File: src/rtl/spi_ctrl_pkg.sv
// Shared types and helpers for the SPI request arbiter and related
// shared-bus controllers.
//   state_t : sequencer states
//   idx_w() : index width for an N-entry arbiter (never below 1 bit)
package spi_ctrl_pkg;

  typedef enum logic [1:0] {
    IDLE      = 2'd0,
    START     = 2'd1,
    WAIT_DONE = 2'd2,
    ACK       = 2'd3
  } state_t;

  localparam int unsigned DEF_DATA_W  = 16;
  localparam int unsigned DEF_TIMEOUT = 1023;

  // Index width for n requesters; a single requester still gets one bit.
  function automatic int unsigned idx_w(input int unsigned n);
    return (n > 1) ? $clog2(n) : 1;
  endfunction

endpackage

File: src/rtl/rr_arbiter.sv
// Combinational round-robin picker.
//   req   : request vector
//   ptr   : index where the search starts (highest priority this round)
//   grant : one-hot winner, all zero when nothing is requested
//   idx   : binary index of the winner (0 when nothing is requested)
module rr_arbiter
  import spi_ctrl_pkg::*;
#(
  parameter int unsigned N = 4
) (
  input  logic [N-1:0]           req,
  input  logic [idx_w(N)-1:0]    ptr,
  output logic [N-1:0]           grant,
  output logic [idx_w(N)-1:0]    idx
);

  localparam int unsigned W = idx_w(N);

  logic        found;
  int unsigned pos;

  // Scan N positions starting at ptr, wrapping; first set bit wins.
  always_comb begin
    grant = '0;
    idx   = '0;
    found = 1'b0;
    pos   = 0;
    for (int unsigned i = 0; i < N; i++) begin
      pos = (32'(ptr) + i) % N;
      if (!found && req[W'(pos)]) begin
        found            = 1'b1;
        grant[W'(pos)]   = 1'b1;
        idx              = W'(pos);
      end
    end
  end

endmodule

File: src/rtl/spi_req_arbiter.sv
// Shares one SPI master engine among NUM_REQ requesters: round-robin grant,
// one start pulse per transaction, watchdog abort, one-cycle ack to winner.
//   clk, reset         : clock, synchronous active-high reset
//   req, req_data      : per-requester level request and TX word
//   ack, rsp_data,
//   rsp_err            : one-hot completion pulse with RX word / timeout flag
//   eng_start, eng_tx,
//   eng_abort          : engine control (start pulse, TX word, abort pulse)
//   eng_done, eng_rx   : engine completion pulse and RX word
//   busy, gnt_id       : sequencer not idle, current/most recent winner
module spi_req_arbiter
  import spi_ctrl_pkg::*;
#(
  parameter int unsigned NUM_REQ = 4,
  parameter int unsigned DATA_W  = DEF_DATA_W,
  parameter int unsigned TIMEOUT = DEF_TIMEOUT
) (
  input  logic                        clk,
  input  logic                        reset,
  input  logic [NUM_REQ-1:0]          req,
  input  logic [NUM_REQ*DATA_W-1:0]   req_data,
  output logic [NUM_REQ-1:0]          ack,
  output logic [DATA_W-1:0]           rsp_data,
  output logic                        rsp_err,
  output logic                        eng_start,
  output logic [DATA_W-1:0]           eng_tx,
  output logic                        eng_abort,
  input  logic                        eng_done,
  input  logic [DATA_W-1:0]           eng_rx,
  output logic                        busy,
  output logic [idx_w(NUM_REQ)-1:0]   gnt_id
);

  localparam int unsigned GW       = idx_w(NUM_REQ);
  localparam int unsigned CW       = 16;
  localparam int unsigned LAST     = TIMEOUT - 1;
  localparam int unsigned PRE_LAST = (TIMEOUT >= 2) ? TIMEOUT - 2 : 0;
  localparam bit          EARLY_ABORT = (TIMEOUT == 1);

  state_t               state, state_d;
  logic [CW-1:0]        cnt, cnt_d;
  logic [GW-1:0]        rr_ptr, rr_d;
  logic [NUM_REQ-1:0]   arb_grant;
  logic [GW-1:0]        arb_idx;
  logic [DATA_W-1:0]    sel_data;

  logic [NUM_REQ-1:0]   ack_d;
  logic [DATA_W-1:0]    rsp_data_d, tx_d;
  logic                 rsp_err_d, start_d, abort_d, busy_d;
  logic [GW-1:0]        gnt_d;

  rr_arbiter #(.N(NUM_REQ)) u_arb (
    .req   (req),
    .ptr   (rr_ptr),
    .grant (arb_grant),
    .idx   (arb_idx)
  );

  // TX word of the arbiter's current pick.
  always_comb begin
    sel_data = '0;
    for (int unsigned i = 0; i < NUM_REQ; i++) begin
      if (arb_idx == GW'(i)) sel_data = req_data[i*DATA_W +: DATA_W];
    end
  end

  // Next state and next values of every registered output.
  // The abort is decided one cycle ahead so it is visible in the final
  // WAIT_DONE cycle; a done arriving in the deciding cycle suppresses it.
  always_comb begin
    state_d    = state;
    cnt_d      = cnt;
    rr_d       = rr_ptr;
    ack_d      = '0;
    start_d    = 1'b0;
    abort_d    = 1'b0;
    tx_d       = eng_tx;
    gnt_d      = gnt_id;
    rsp_data_d = rsp_data;
    rsp_err_d  = rsp_err;
    unique case (state)
      IDLE: begin
        if (|arb_grant) begin
          state_d = START;
          gnt_d   = arb_idx;
          tx_d    = sel_data;
          start_d = 1'b1;
        end
      end
      START: begin
        state_d = WAIT_DONE;
        cnt_d   = '0;
        abort_d = EARLY_ABORT;
      end
      WAIT_DONE: begin
        cnt_d = cnt + CW'(1);
        if (cnt == CW'(LAST)) begin
          // abort already issued; a late done cannot undo it
          state_d    = ACK;
          ack_d      = NUM_REQ'(1) << gnt_id;
          rsp_data_d = '0;
          rsp_err_d  = 1'b1;
        end else if (eng_done) begin
          state_d    = ACK;
          ack_d      = NUM_REQ'(1) << gnt_id;
          rsp_data_d = eng_rx;
          rsp_err_d  = 1'b0;
        end else if (cnt == CW'(PRE_LAST)) begin
          abort_d = 1'b1;
        end
      end
      ACK: begin
        state_d = IDLE;
        rr_d    = (gnt_id == GW'(NUM_REQ - 1)) ? '0 : gnt_id + GW'(1);
      end
      default: state_d = IDLE;
    endcase
    busy_d = (state_d != IDLE);
  end

  // State, counter, pointer and output registers.
  always_ff @(posedge clk) begin
    if (reset) begin
      state     <= IDLE;
      cnt       <= '0;
      rr_ptr    <= '0;
      ack       <= '0;
      rsp_data  <= '0;
      rsp_err   <= 1'b0;
      eng_start <= 1'b0;
      eng_tx    <= '0;
      eng_abort <= 1'b0;
      busy      <= 1'b0;
      gnt_id    <= '0;
    end else begin
      state     <= state_d;
      cnt       <= cnt_d;
      rr_ptr    <= rr_d;
      ack       <= ack_d;
      rsp_data  <= rsp_data_d;
      rsp_err   <= rsp_err_d;
      eng_start <= start_d;
      eng_tx    <= tx_d;
      eng_abort <= abort_d;
      busy      <= busy_d;
      gnt_id    <= gnt_d;
    end
  end

endmodule
File: config.mk
export PLATFORM = sky130hd
export DESIGN_NAME = spi_req_arbiter
export DESIGN_NICKNAME = d
export VERILOG_FILES = /design/src/rtl/spi_ctrl_pkg.sv /design/src/rtl/rr_arbiter.sv /design/src/rtl/spi_req_arbiter.sv
export SDC_FILE = /design/constraint.sdc
export NUM_CORES = 1
export LEC_CHECK = 0
export BUFFER_PORTS_ARGS = -buffer_cell sky130_fd_sc_hd__buf_2
export CAP_MARGIN = 20
export CORE_ASPECT_RATIO = 1.25
export CORE_MARGIN = 1
export CORE_UTILIZATION = 54
export CTS_BUF_LIST = sky130_fd_sc_hd__clkbuf_8
export DETAILED_ROUTE_END_ITERATION = 8
export GPL_TIMING_DRIVEN = 0
export MAX_ROUTING_LAYER = met4
export PLACE_DENSITY = 0.88
export SETUP_SLACK_MARGIN = 0.02
export SLEW_MARGIN = 30
export SYNTH_ARGS = -nofsm -noshare
export SYNTH_HDL_FRONTEND = slang
export SYNTH_HIERARCHICAL = 1
export SYNTH_SLANG_ARGS = --single-unit
export TNS_END_PERCENT = 100
File: constraint.sdc
create_clock -name clk -period 9.99 [get_ports clk]
set_input_delay 0.999 -clock clk [delete_from_list [all_inputs] [get_ports clk]]
set_output_delay 0.999 -clock clk [all_outputs]
set_load 0.01 [all_outputs]
# After elaboration in Yosys (flattened, before gate mapping)
# Index checks and enable logic that the tools add are counted.
[totals]
reg_bits = 62
latchBits = 0
ramBits = 0
mem_bits_ro = 0
in_bits = 87
out_inout_bits = 42
mem_count = 0
[op_classes]
add_sub_neg = 5
n_mul = 0
div = 0
magnitude_cmp = 8
n_eq_ne = 9
shift = 1
muxes = 45
bitwise = 5
reduce_logical = 21
[ops]
columns = ["cell", "n"]
rows = [
  ["$mux W16", 6],
  ["$eq A16 B10 Y1 const B", 2],
  ["$pmux W16 S2", 1],
  ["$mux W4", 6],
  ["$add A16 B1 Y16 const B", 1],
  ["$mux W2", 8],
  ["$mux W1", 15],
  ["$lt A2 B3 Y1 const B", 4],
  ["$or A4 B4 Y4", 3],
  ["$eq A2 B2 Y1 const B", 5],
  ["$bmux W1 S2", 4],
  ["$demux W1 S2", 4],
  ["$ge A2 B1 Y1 const B", 4],
  ["$pmux W2 S4", 1],
  ["$reduce_or A4 Y1", 2],
  ["$logic_and A1 B1 Y1", 7],
  ["$reduce_bool A2 Y1", 3],
  ["$add A2 B1 Y2 const B", 2],
  ["$add A2 B2 Y2 const B", 2],
  ["$eq A2 B1 Y1 const B", 2],
  ["$logic_not A2 Y1", 2],
  ["$reduce_and A2 Y1", 2],
  ["$reduce_or A2 Y1", 2],
  ["$shl A1 B2 Y4 const A", 1],
  ["other kinds (2)", 5],
]

# Longest topological paths before layout
# Gate-level depths: netlist of run 1.
[logic_depth]
depth_word = 17
depth_mapped = 13

# Modules after synthesis
# The synthesis of run 1 kept the hierarchy.
[modules_own_cells]
columns = ["module", "n_inst", "cells_each", "area_each_um2", "seq_area_each_um2"]
rows = [
  ["spi_req_arbiter", 1, 281, 2797.7, 1241.2],
  ["rr_arbiter", 1, 48, 439.2, 0.0],
]

# Least setup slack after synthesis of run 1
# OpenSTA, ideal clock, no wires.
[synth_timing]
kind = "input-to-reg"
from = "input port req[3]"
to = "register eng_tx[13]"
setup_ns = 0.071
arrival_time_ns = 3.236
required_ns = 9.919
slack_ns = 6.683
stages = 10
path_cell_list = "mux4_2 buf_2 a221oi_1 o2bb2ai_1 nor4_1 nand2b_1 clkbuf_1 clkbuf_1 nand2_1 a21oi_1"
[synth_rtl]
columns = ["item", "line_no", "source"]
rows = [
  ["start: declaration", "spi_req_arbiter.sv:20", "input logic [NUM_REQ-1:0] req,"],
  ["$bmux W1 S2", "rr_arbiter.sv:30", "if (!found && req[W'(pos)]) begin"],
  ["$mux W1 (implied by the code)", "rr_arbiter.sv:30", ""],
  ["$mux W1", "rr_arbiter.sv:30", ""],
  ["$logic_not A1 Y1", "rr_arbiter.sv:30", ""],
  ["$logic_and A1 B1 Y1", "rr_arbiter.sv:30", ""],
  ["$mux W1", "rr_arbiter.sv:30", ""],
  ["$logic_not A1 Y1", "rr_arbiter.sv:30", ""],
  ["$logic_and A1 B1 Y1", "rr_arbiter.sv:30", ""],
  ["$mux W1", "rr_arbiter.sv:30", ""],
  ["$logic_not A1 Y1", "rr_arbiter.sv:30", ""],
  ["$logic_and A1 B1 Y1", "rr_arbiter.sv:30", ""],
  ["$mux W4 (*)", "rr_arbiter.sv:30", ""],
  ["net arb_grant[1]", "spi_req_arbiter.sv:43", "logic [NUM_REQ-1:0] arb_grant;"],
  ["$reduce_or A4 Y1 (*)", "spi_req_arbiter.sv:83", "if (|arb_grant) begin"],
  ["$reduce_and A2 Y1 (no line) (*)", "n/a", ""],
  ["end signal: assignment", "spi_req_arbiter.sv:143", "eng_tx <= tx_d;"],
  ["end: declaration", "spi_req_arbiter.sv:26", "output logic [DATA_W-1:0] eng_tx,"],
]
# The timed path passes the listed nets; every way through them passes the cells marked *. The select of a mux whose other input is x is not followed.
# A chain may end at the register's enable or synchronous reset.

# Worst setup path after layout of run 1
[layout_timing]
from = "register rr_ptr[1]"
to = "register eng_tx[12]"
[layout_rtl]
columns = ["item", "line_no", "source"]
rows = [
  ["start: declaration", "spi_req_arbiter.sv:42", "logic [GW-1:0] rr_ptr, rr_d;"],
  ["start signal: assignment", "spi_req_arbiter.sv:138", "rr_ptr <= rr_d;"],
  ["branches (longest 11 deep; another with $lt A2 B3 Y1)", "n/a", ""],
  ["$mux W4 (*)", "rr_arbiter.sv:30", ""],
  ["net arb_grant[1]", "spi_req_arbiter.sv:43", ""],
  ["$reduce_or A4 Y1 (*)", "spi_req_arbiter.sv:83", ""],
  ["$reduce_and A2 Y1 (no line) (*)", "n/a", ""],
]
# Mark *: on every way through the listed nets, which the timed path passes. The select of a mux whose other input is x is not followed.

==> metrics.md, run 1 <==
| Metric | Value |
|---|---|
| Maximum VDD drop | `0.0002271 V` |
| CP max-delay cell | `dfxtp_1` |
| Max frequency | `261.0 MHz` |
| Worst path top cell family by delay | `buffers and inverters` |
| Most common cell on crit path | `clkbuf_1` |
| Net Sw Frac | `38.79%` |
| Quantity of hold-fixing buffers added after cts | `0` |
| N_diodes | `0` |
| CTS tree | `built` |
| Hold Crit Class | `reg -> reg` |
| Final core utilization | `71.94%` |
| Cts repair resizes | `0` |
| Mapped Nets | `432` |
| Initial Utilization | `56.01%` |
| Die W | `71.25 microns` |
| CTS Sinks | `62` |
| Synth top area share | `38.35%` |
| Post-synth EDFFs | `0` |
| Mean Syn Cell Area | `9.838 sq um` |
| Top cells by area, synth | `dfxtp_1 (38%), mux4_2 (14%), ha_1 (6.2%), nand2_1 (5.3%), a22o_1 (4.3%)` |
| Final hold vios | `0` |
| Final setup TNS | `0 ns` |
| Combinational Power Share | `43.4%` |
| GRT overflow | `0` |
| Arr. time, crit path | `4.11 ns` |
| Post-route cell area | `4158 sq um` |
| Leak | `1.835 nW` |
| WP buf/inv | `3` |
| Crit path kind | `reg -> reg` |
| Part of the power in the clock network | `22.6%` |
| First DRT Iteration DRCs | `244` |
| Power share of the sequential group | `34.0%` |
| Buffers on Ports | `128` |
| Total Wirelength | `7.921 mm` |
| Ys async rst share | `0%` |
| Overall power | `0.0009666 W` |
| Cell Area, Placed | `3960 sq um` |
| CP Cell Sequence | `inv_1 -> ha_1 -> mux4_2 -> a221oi_1 -> o2bb2ai_1 -> nor4_1 -> nand2b_1 -> clkbuf_1 -> clkbuf_1 -> nand2_1 -> a21oi_1` |
| Critical Path Fanout Max | `10` |
| Minimum clock period | `3.832 ns` |
| Synth Instances | `329` |
| Area of the multi-input gates | `1869 sq um` |
| Synth Register Bits | `62` |
| Reg-to-reg endpoint | `eng_tx[12]` |
| Switch Pwr | `0.0003750 W` |
| Clock latency on the worst-skew pair | `0.35 ns` |
| Power density cells | `232.5 nW/um^2` |
| Critical path launch point | `rr_ptr[1]` |
| CTS Buffer Depth | `2` |
| Vias in the first global route | `2744` |
| FF-to-FF setup slack | `6.16 ns` |
| Register area share after synthesis | `38.35%` |
| Iteration count of the initial detailed-routing pass | `8` |
| Slew Limit Fails | `0` |
| Final period util | `38.36%` |
| CP peak stage delay | `0.56 ns` |
| # DRC | `6` |
| Violated checks | `design-rule violations` |
| Synthesized area | `3237 sq um` |
| Cell row count | `31` |
| Worst r2r path cells | `11` |
| # H-tree levels | `3` |
| Routed len/inst | `14.70 microns` |
| Largest net degree at the start of global routing | `13` |
| Status | `finished with violations` |
| CP startpoint kind | `flip-flop` |
| Detail Route Antenna Nets | `0` |
| Final setup vio count | `0` |
| RR Startpoint | `rr_ptr[1]` |
| Max Cap Violations | `0` |
| CP endpoint | `eng_tx[12]` |
| Synthesis Warnings | `6` |
| RSZ-0062 raised after global routing | `false` |
| Slew @ Worst Pin | `0.6886 ns` |
| Worst Setup End Kind | `flip-flop` |
| Core footprint | `5779 sq um` |
| HPWL after detailed placement | `5.800 mm` |
| Post-synth cell types | `48` |
| IO Pins | `129` |
| RD Place Congestion | `0.8684` |
| Internal power | `0.0005917 W` |
| Area delta synth->final | `28.45%` |
| GRT Overall Usage | `25.72%` |
| Post-CTS Setup Bufs | `0` |
| Clk Tree Root Cell | `clkbuf_8` |
| Worst Skew | `0.01007 ns` |
| Worst path depth | `11` |
| Area leader, netlist | `dfxtp_1` |
| Die area | `6310 sq um` |
| TritonCTS buffer count | `9` |
| Fillers | `417` |
| Sequential Area | `1241 sq um` |
| Layout Nets | `571` |
| Data required, critical path | `10.26 ns` |
| DR vias/cell | `5.633` |
| Vias | `3036` |
| Share of cells above drive strength 1 | `37.42%` |
| Global-route wire length before repair | `12.20 mm` |
| Die Height | `88.56 microns` |
| Antenna violations before repair | `0` |
| Slew HR | `53.74%` |
| Clock slew at reported path FFs | `0.07 ns` |
| Synth Flop Type | `dfxtp_1` |
## sequential cells by signal, summed over array words and instances, names as in the netlist
register and flops:
ack 4, busy 1, cnt 16, eng_abort 1, eng_start 1, eng_tx 16
gnt_id 2, rr_ptr 2, rsp_data 16, rsp_err 1, state 2
## kinds of logic after synthesis
family	count (synthesis)	share of synthesized area (%)
xor+xnor	11	2.977
simple gates	124	19.75
buf+inv	30	3.904
fa+ha+maj	16	6.185
flops	62	38.35
mux	24	15.19
compound gates	62	13.65
## worst reg2reg max path, cell delays in order (launching register included)
cell,delay (ns)
dfxtp_1,0.56
inv_1,0.17
ha_1,0.43
mux4_2,0.47
a221oi_1,0.38
o2bb2ai_1,0.12
nor4_1,0.45
nand2b_1,0.18
clkbuf_1,0.35
clkbuf_1,0.41
nand2_1,0.10
a21oi_1,0.15
## power groups by stage
stage	clock, W	combinational [W]	sequential [W]
finish	0.000219	0.000419	0.000329
global route	0.000234	0.000462	0.000334
CTS	0.000221	0.000419	0.000328
detailed placement	0	0.000412	0.000333
global placement	0	0.000400	0.000331
floorplan	0	0.000268	0.000350
## cell type report
type	count	share of cell area [%]
multi-input cells	237	44.96
clock inverters	7	1.776
clock buffers	9	2.979
flip-flops and latches	62	29.85
plain buffers	19	2.046
inverters	11	0.9931
repair buffers	128	15.41
well taps	66	1.986
## metrics by stage
stage | hold WS, ns | instances | setup slack, ns
floorplan | 0.4536 | 329 | 6.683
global placement | 0.4383 | 523 | 6.146
detailed placement | 0.4441 | 523 | 6.075
CTS | 0.4541 | 539 | 6.208
global route | 0.4806 | 539 | 5.778
finish | 0.4577 | 539 | 6.158
## layer usage
layer  wire, microns  GRT usage [%]  up-vias
li1                -              -     1480
met1            3145          28.78     1429
met2            4288          44.07      111
met3             354          6.606       16
met4             132          10.00        0
met5               0              -        -
## worst min-delay path by stage
stage	from	to	slack [ns]	cells after the start
2_1_floorplan	cnt[15]	cnt[15]	0.45	2
3_3_place_gp	eng_tx[2]	eng_tx[2]	0.44	2
3_5_place_dp	eng_tx[13]	eng_tx[13]	0.44	2
4_1_cts	eng_tx[13]	eng_tx[13]	0.45	2
5_1_grt	eng_tx[14]	eng_tx[14]	0.48	2
6_report	eng_tx[2]	eng_tx[2]	0.46	2
## synth_stat cells, types with 5 or more instances
library cell,n
dfxtp_1,62
nand2_1,46
nor2_1,29
a21oi_1,23
mux4_2,20
a22o_1,16
ha_1,16
clkbuf_1,11
inv_1,11
nand4_1,9
xor2_1,8
nand3_1,6
buf_2,5
nor2b_1,5
o2bb2ai_1,5
## cell usage in the layout, fill, tap and decap left out, types with 3 or more instances in the layout
cell / instances
nor4_1: 4
dfxtp_1: 62
and2_1: 4
clkbuf_8: 9
inv_1: 11
a22o_1: 16
nand4_1: 9
nand3_1: 6
xnor2_1: 3
xor2_1: 8
clkbuf_1: 11
buf_2: 133
a221oi_1: 4
mux2i_1: 3
a21oi_1: 23
nor2b_1: 5
o2bb2ai_1: 5
nand2_1: 46
and3_1: 4
ha_1: 16
and4_1: 4
mux4_2: 20
nor2_1: 29
No activity file was read; power rests on OpenSTA's default activity.
==> run 2: changes to the inputs <==
CORE_UTILIZATION = 50   (was 54)
PLACE_DENSITY = 0.82   (was 0.88)
clock period = 3.7 ns   (was 9.99 ns; I/O delays follow)
==> run 2 against run 1 <==
The flow now finishes without violations. Critical path depth unchanged. Global-route usage down 1.5 points. Utilization down 4.6 points. Count of clock-buffer cells in the layout up 2. Clock power up 140%. Clock skew down 0.0015 ns. Setup slack worse by 5.9 ns. Critical path type unchanged. Largest power group unchanged.
==> metrics.md, run 2 (same netlist as run 1, synthesis figures left out) <==
| Metric | Value |
|---|---|
| Status | `finished, final reports clean` |
| Commonest non-fill, non-tap cell in the layout | `buf_2` |
| Pre-CTS setup slack | `-0.04861 ns` |
| Final core utilization | `67.32%` |
| Clk Tree Root Cell | `clkbuf_8` |
| Slew Limit Fails | `0` |
| Slew @ Worst Pin | `0.7291 ns` |
| Slew HR | `51.02%` |
| Initial Utilization | `52.16%` |
| Leak | `1.835 nW` |
| CTS Buffer Depth | `2` |
| Antenna violations before repair | `0` |
| CTS tree | `built` |
| Data required, critical path | `3.90 ns` |
| Layout Nets | `570` |
| Worst Setup End Kind | `flip-flop` |
| Post-CTS Setup Bufs | `0` |
| Crit path kind | `reg -> reg` |
| Quantity of hold-fixing buffers added after cts | `0` |
| Detail Route Antenna Nets | `0` |
| # H-tree levels | `3` |
| CTS Sinks | `62` |
| N_diodes | `0` |
| Most frequent cells in the layout | `buf_2 (132), dfxtp_1 (62), nand2_1 (46)` |
| GRT overflow | `0` |
| Clock slew at reported path FFs | `0.07 ns` |
| Power density cells | `607.6 nW/um^2` |
| TritonCTS buffer count | `9` |
| Regs by FF count | `cnt x16, eng_tx x16, rsp_data x16` |
| CP peak stage delay | `0.54 ns` |
| Final setup vio count | `0` |
| Area delta synth->final | `29.07%` |
| RD Place Congestion | `0.8784` |
| Critical Path Fanout Max | `10` |
| Buffers on Ports | `128` |
| Vias | `3000` |
| Share of cells above drive strength 1 | `38.35%` |
| CP startpoint kind | `flip-flop` |
| Maximum VDD drop | `0.0003965 V` |
| RSZ-0062 raised after global routing | `false` |
| Worst Skew | `0.008551 ns` |
| Die area | `6801 sq um` |
| FF-to-FF setup slack | `0.27 ns` |
| Total Wirelength | `7.693 mm` |
| IO Pins | `129` |
| Setup ws final | `0.2687 ns` |
| Vias in the first global route | `2943` |
| GRT Overall Usage | `24.27%` |
| Max Cap Violations | `0` |
| Routed len/inst | `13.81 microns` |
| Cell row count | `32` |
| Final hold vios | `0` |
| Overall power | `0.002539 W` |
| Minimum clock period | `3.431 ns` |
| CP Cell Sequence | `inv_1 -> ha_1 -> mux4_2 -> nor2b_4 -> o21ai_1 -> o31ai_1 -> buf_2 -> clkbuf_4 -> mux4_2 -> nand2_1 -> a21oi_1` |
| Largest net degree at the start of global routing | `12` |
| DR vias/cell | `5.386` |
| Core footprint | `6206 sq um` |
| Arr. time, crit path | `3.64 ns` |
| CP max-delay cell | `dfxtp_1` |
| # DRC | `0` |
| Most common cell on crit path | `mux4_2` |
| Clock latency on the worst-skew pair | `0.33 ns` |
| Hold Crit Class | `in -> reg` |
| Final period util | `92.74%` |
| Global-route wire length before repair | `12.43 mm` |
| Max frequency | `291.4 MHz` |
| Die Height | `91.96 microns` |
| Iteration count of the initial detailed-routing pass | `4` |
| First DRT Iteration DRCs | `166` |
| Die W | `73.97 microns` |
| HPWL after detailed placement | `5.971 mm` |
## run 2: cell types whose count changed in the layout (fill, tap and decap cells not counted), sizes merged
cell | before | now
clkbuf | 20 | 23
buf | 136 | 134
bufinv | 1 | 0
clkinv | 4 | 3
clkinvlp | 1 | 2
inv | 12 | 11
## run 2: worst paths after layout
kind,start,end,cells past startpoint
worst max register to register,rr_ptr[1],eng_tx[13],11
worst min register to register,eng_tx[9],eng_tx[9],2
worst min-delay path,eng_rx[11],rsp_data[11],2
worst max-delay path,rr_ptr[1],eng_tx[13],11
## run 2: power by group
group / switching [W] / total, W / internal, W
Sequential: 0.0000819 / 0.000885 / 0.000803
Clock: 0.000257 / 0.000535 / 0.000278
Combinational: 0.000633 / 0.00112 / 0.000485
Total: 0.000973 / 0.00254 / 0.00157
## run 2: final cells by class
class	count	area, sq um
tap	85	106.4
inverter	11	41.29
clock buffer	11	151.4
buffer	18	87.58
multi-input combinational	237	1876
timing repair buffer	128	640.6
clock inverter	5	33.78
sequential	62	1241
fill	488	2028
## run 2: repair_timing
item	4_1_cts	5_1_grt
hold endpoints to repair	0	0
resized for setup	1	5
setup endpoints to repair	9	13
## run 2: critical path, delay by kind of cell, from the launching register on
family / cells / cell delay, ns
AO/OA/AOI/OAI: 3 / 0.21
AND/OR/NAND/NOR: 2 / 0.35
adder cells (fa/ha/maj): 1 / 0.43
multiplexers: 2 / 1.02
buffers and inverters: 3 / 0.77
flip-flops: 1 / 0.54
## run 2: metrics by stage
stage	TNS [ns]	instance area, sq um	instances	hold WS (ns)
5_1_grt	0	4178	557	0.2322
6_report	0	4178	557	0.2471
3_5_place_dp	-0.1810	3984	542	0.4446
4_1_cts	0	4170	558	0.2349
2_1_floorplan	0	3237	329	0.4536
3_3_place_gp	0	3984	542	0.4402
## run 2: metal layers
layer | part of all wire (%) | GRT usage (%) | vias up
met2 | 53 | 41.29 | 100
met5 | 0 | - | -
met3 | 5.4 | 5.714 | 15
met1 | 40 | 26.28 | 1407
met4 | 2.4 | 10.74 | 0
li1 | - | - | 1478
